==> config.mk <==
export PLATFORM = sky130hd
export DESIGN_NAME = req_ack_responder
export DESIGN_NICKNAME = d
export VERILOG_FILES = /design/src/rtl/req_ack_responder.sv
export SDC_FILE = /design/constraint.sdc
export NUM_CORES = 1
export LEC_CHECK = 0
export ABC_AREA = 0
export CORE_ASPECT_RATIO = 1.25
export CORE_UTILIZATION = 25
export DETAILED_ROUTE_END_ITERATION = 6
export DONT_BUFFER_PORTS = 1
export PLACE_DENSITY = 0.35
export SLEW_MARGIN = 20
export SYNTH_ARGS = -nofsm -noshare
export SYNTH_HDL_FRONTEND = slang
export SYNTH_SLANG_ARGS = --single-unit
==> constraint.sdc <==
create_clock -name clk -period 2.8 [get_ports clk]
set_input_delay 0.56 -clock clk [delete_from_list [all_inputs] [get_ports clk]]
set_output_delay 0.56 -clock clk [all_outputs]
set_load 0.005 [all_outputs]
==> src/rtl/req_ack_responder.sv <==
// Target-side responder for the single-bit req/ack handshake: one registered ack pulse
// per req rising edge after ACK_DELAY cycles. Define REQ_ACK_RESP_COUNT_EN to build txn_count.
module req_ack_responder #(
    parameter int ACK_DELAY = 1,
    parameter int MAX_PEND  = 4,
    parameter int CNT_W     = 16
) (
    input  logic                           clk,
    input  logic                           reset_n,
    input  logic                           req,
    input  logic                           stall,
    output logic                           ack,
    output logic                           busy,
    output logic [$clog2(MAX_PEND+1)-1:0]  pend_cnt,
    output logic                           overflow_err,
    output logic [CNT_W-1:0]               txn_count
);

    localparam int PW = $clog2(MAX_PEND + 1);
    localparam int DW = (ACK_DELAY > 1) ? $clog2(ACK_DELAY) : 1;
    localparam logic [PW-1:0] PEND_MAX = PW'(MAX_PEND);
    localparam logic [DW-1:0] DLY_LOAD = DW'(ACK_DELAY - 1);

    typedef enum logic [1:0] {
        S_IDLE = 2'd0,
        S_WAIT = 2'd1,
        S_ACK  = 2'd2
    } state_t;

    // Handshake: each req rising edge is one request; ack is a single-cycle pulse
    // and is never high in two consecutive cycles.
    state_t          state_q, state_d;
    logic [DW-1:0]   dly_q, dly_d;
    logic [PW-1:0]   pend_q, pend_d;
    logic            req_q;
    logic            ack_q;
    logic            ovf_q;
    logic            new_req;
    logic            ack_cycle;
    logic            accept;
    logic            drop;

    always_ff @(posedge clk) begin
        if (!reset_n) begin
            state_q <= S_IDLE;
            dly_q   <= '0;
            pend_q  <= '0;
            req_q   <= 1'b0;
            ack_q   <= 1'b0;
            ovf_q   <= 1'b0;
        end else begin
            state_q <= state_d;
            dly_q   <= dly_d;
            pend_q  <= pend_d;
            req_q   <= req;
            ack_q   <= (state_d == S_ACK);
            ovf_q   <= drop;
        end
    end

    always_comb begin
        new_req   = req & ~req_q;
        ack_cycle = (state_q == S_ACK);
        // A request arriving while the ack retires a slot always finds room.
        accept    = new_req && ((pend_q != PEND_MAX) || ack_cycle);
        drop      = new_req && !accept;

        pend_d = pend_q;
        if (accept && !ack_cycle) begin
            pend_d = pend_q + PW'(1);
        end else if (!accept && ack_cycle && (pend_q != '0)) begin
            pend_d = pend_q - PW'(1);
        end

        state_d = state_q;
        dly_d   = dly_q;
        case (state_q)
            S_IDLE: begin
                if (new_req || (pend_q != '0)) begin
                    state_d = S_WAIT;
                    dly_d   = DLY_LOAD;
                end
            end
            S_WAIT: begin
                if (dly_q == '0) begin
                    if (!stall) begin
                        state_d = S_ACK;
                    end
                end else begin
                    dly_d = dly_q - DW'(1);
                end
            end
            S_ACK: begin
                if (pend_d != '0) begin
                    state_d = S_WAIT;
                    dly_d   = DLY_LOAD;
                end else begin
                    state_d = S_IDLE;
                end
            end
            default: begin
                state_d = S_IDLE;
                dly_d   = '0;
            end
        endcase
    end

    assign ack          = ack_q;
    assign busy         = (pend_q != '0);
    assign pend_cnt     = pend_q;
    assign overflow_err = ovf_q;

`ifdef REQ_ACK_RESP_COUNT_EN
    logic [CNT_W-1:0] txn_q;

    always_ff @(posedge clk) begin
        if (!reset_n) begin
            txn_q <= '0;
        end else if (ack_cycle) begin
            txn_q <= txn_q + CNT_W'(1);
        end
    end

    assign txn_count = txn_q;
`else
    assign txn_count = '0;
`endif

endmodule

==> impl_metrics.ini <==
[routing]
drcViolationCount = 0
drtPass1Iterations = 2
ant_nets = 0
drt_wl_total_um = 975
detail_route.wl_per_cell_um = 10.1
drt_iter0_drc = 3
routed-via-count = 390
post_drt_via_cell_ratio = 4.02

[clock_network]
cts-root-buf = clkbuf_4
clk_pin_slew_worst_paths_ns = 0.06
hold_buffers = 0
cts.sinks = 8
cts_inserted_buffers = 3
cts_max_path_buffers = 2
cts_setup_buffers = 0
htree_levels = 1
cts_tree = built
post_cts_resized = 0
clk_latency_ns = 0.26

[synthesis]
synth_most_common_cell = buf_4
yosys.area.top_type = dfxtp_1
synth_warnings = 0
syn_inst = 65
synth-seq-cells = 8
synth_cell_type_count = 27
yosys-top-cells-count = buf_4 (16), dfxtp_1 (8), nor3_1 (7)
syn_area_per_cell_um2 = 8.74
syn_area_um2 = 568
synth-main-ff-cell = dfxtp_1
synthTopCellsByArea = dfxtp_1 (28%), buf_4 (21%), ha_1 (6.6%)
synth-edff-count = 0
async_flop_share_pct = 0
netlist.area_leader.share_pct = 28.2
synth_seq_area_share_pct = 28.2

[sta]
skew_ns = 0.00768
fin_hold_ws_ns = 0.424
setup_slack_ns = 0.925
finalHoldViolCount = 0
period_minus_slack_ns = 1.87
maxSlewViolCount = 0
tns_ns = 0
fin_crit_sh_pct = 67.0
rsz0062_at_grt = false
fmax_ghz = 0.533
setup_viol = 0

[setup_path]
crit_fanout = 6
required_ns = 2.93
worstSetupPathType = reg2reg
crit_arrival_ns = 2.00
cp-end-kind = flip-flop
setup.worst_path.start_class = flip-flop

[grt]
grt_pass1_wl_um = 1570
grt_pass1_vias = 369
grt_overflow_total = 0
antenna_found_initial = 0
grt_max_degree = 8
grt.total_usage_pct = 9.09

[placement]
port-buffer-count = 0
dp_hpwl_um = 781
place_congestion = 0.691
post-place-ws_ns = 0.926
placed_area_um2 = 542

[finish]
syn2layout_area_growth_pct = -0.661
final_area_um2 = 564
drive_gt1_share_pct = 10.4
utilization_pct = 27.5
final_nets = 76
antenna_cells = 0

[job]
maxCapViolations = 0

[pwr]
power.density_mw_per_mm2 = 561
cellLeakagePower_nw = 0.247
ir_worst_vdd_mv = 0.219

[floorplan]
die_y_um = 55.3
fp.dieW_um = 44.6
coreArea_mm2 = 0.00205
die_area_mm2 = 0.00247
row_count = 18
ios = 26
start_util_pct = 27.7

[hold_path]
hold_class = in2reg

[status]
status = complete, no violations
-- state kept, by name (all words and copies together), names as in the netlist --
name          count
pend_cnt          3
state_q           2
ack               1
overflow_err      1
req_q             1
-- power breakdown --
part | switching [mW] | internal (mW)
sequential | 0.0137 | 0.127
clock | 0.0397 | 0.0491
combinational | 0.0508 | 0.0365
total | 0.104 | 0.212
-- layer usage --
layer	global-route usage (%)	vias up	share of wire [%]
li1	-	202	-
met1	9.64	172	42
met2	13.2	14	48
met3	5.88	2	9.1
met4	5.19	0	1.2
met5	0	-	0
-- kinds of logic after synthesis --
family	Yosys count	synth area share (%)
and+or+nand+nor	25	27.8
buffers and inverters	20	23.8
AOI/OAI and AO/OA	8	13.0
DFF	8	28.2
adders and majority gates	3	6.61
other	1	0.660
-- area by class of cell --
class / count / area (um2)
clock buffers: 3 / 22.5
multi-input cells: 52 / 329
flip-flops and latches: 8 / 160
well taps: 30 / 37.5
inverters: 4 / 15.0
fillers: 228 / 1490
-- critical path, cell delays in order (launching register included) --
cell and delay (ns):
dfxtp_1 0.42, inv_1 0.11, ha_1 0.22, nor2b_1 0.16, or4_4 0.54, a41oi_2 0.19, o31ai_1 0.10
-- placed cells by master, fill, tap and decap left out, drive strengths merged --
cell type / n
o211a: 1
nand2: 3
nand4: 2
a21boi: 1
nand3: 1
nor2b: 1
and3b: 1
a41oi: 1
or4: 1
ha: 3
nor3: 7
o211ai: 1
o31ai: 1
conb: 16
inv: 4
nor4: 1
clkbuf: 3
a211oi: 1
nand2b: 3
and2b: 3
and3: 1
dfxtp: 8
o21a: 1
o311a: 1
and2: 1
-- through the flow --
stage / std cells / total power [mW]
2_1_floorplan: 80 / 0.230
3_3_place_gp: 94 / 0.233
3_5_place_dp: 94 / 0.230
4_1_cts: 97 / 0.324
5_1_grt: 97 / 0.344
6_report: 97 / 0.317
-- path summary, 6_finish.rpt --
kind	start	to	slack, ns	depth (start not counted)
setup reg to reg	pend_cnt[0]	state_q[0]	0.93	6
hold reg to reg	state_q[1]	state_q[1]	0.55	1
setup / recovery	pend_cnt[0]	state_q[0]	0.93	6
hold / removal	req	req_q	0.42	1
Power figures use the tool's default switching activity.
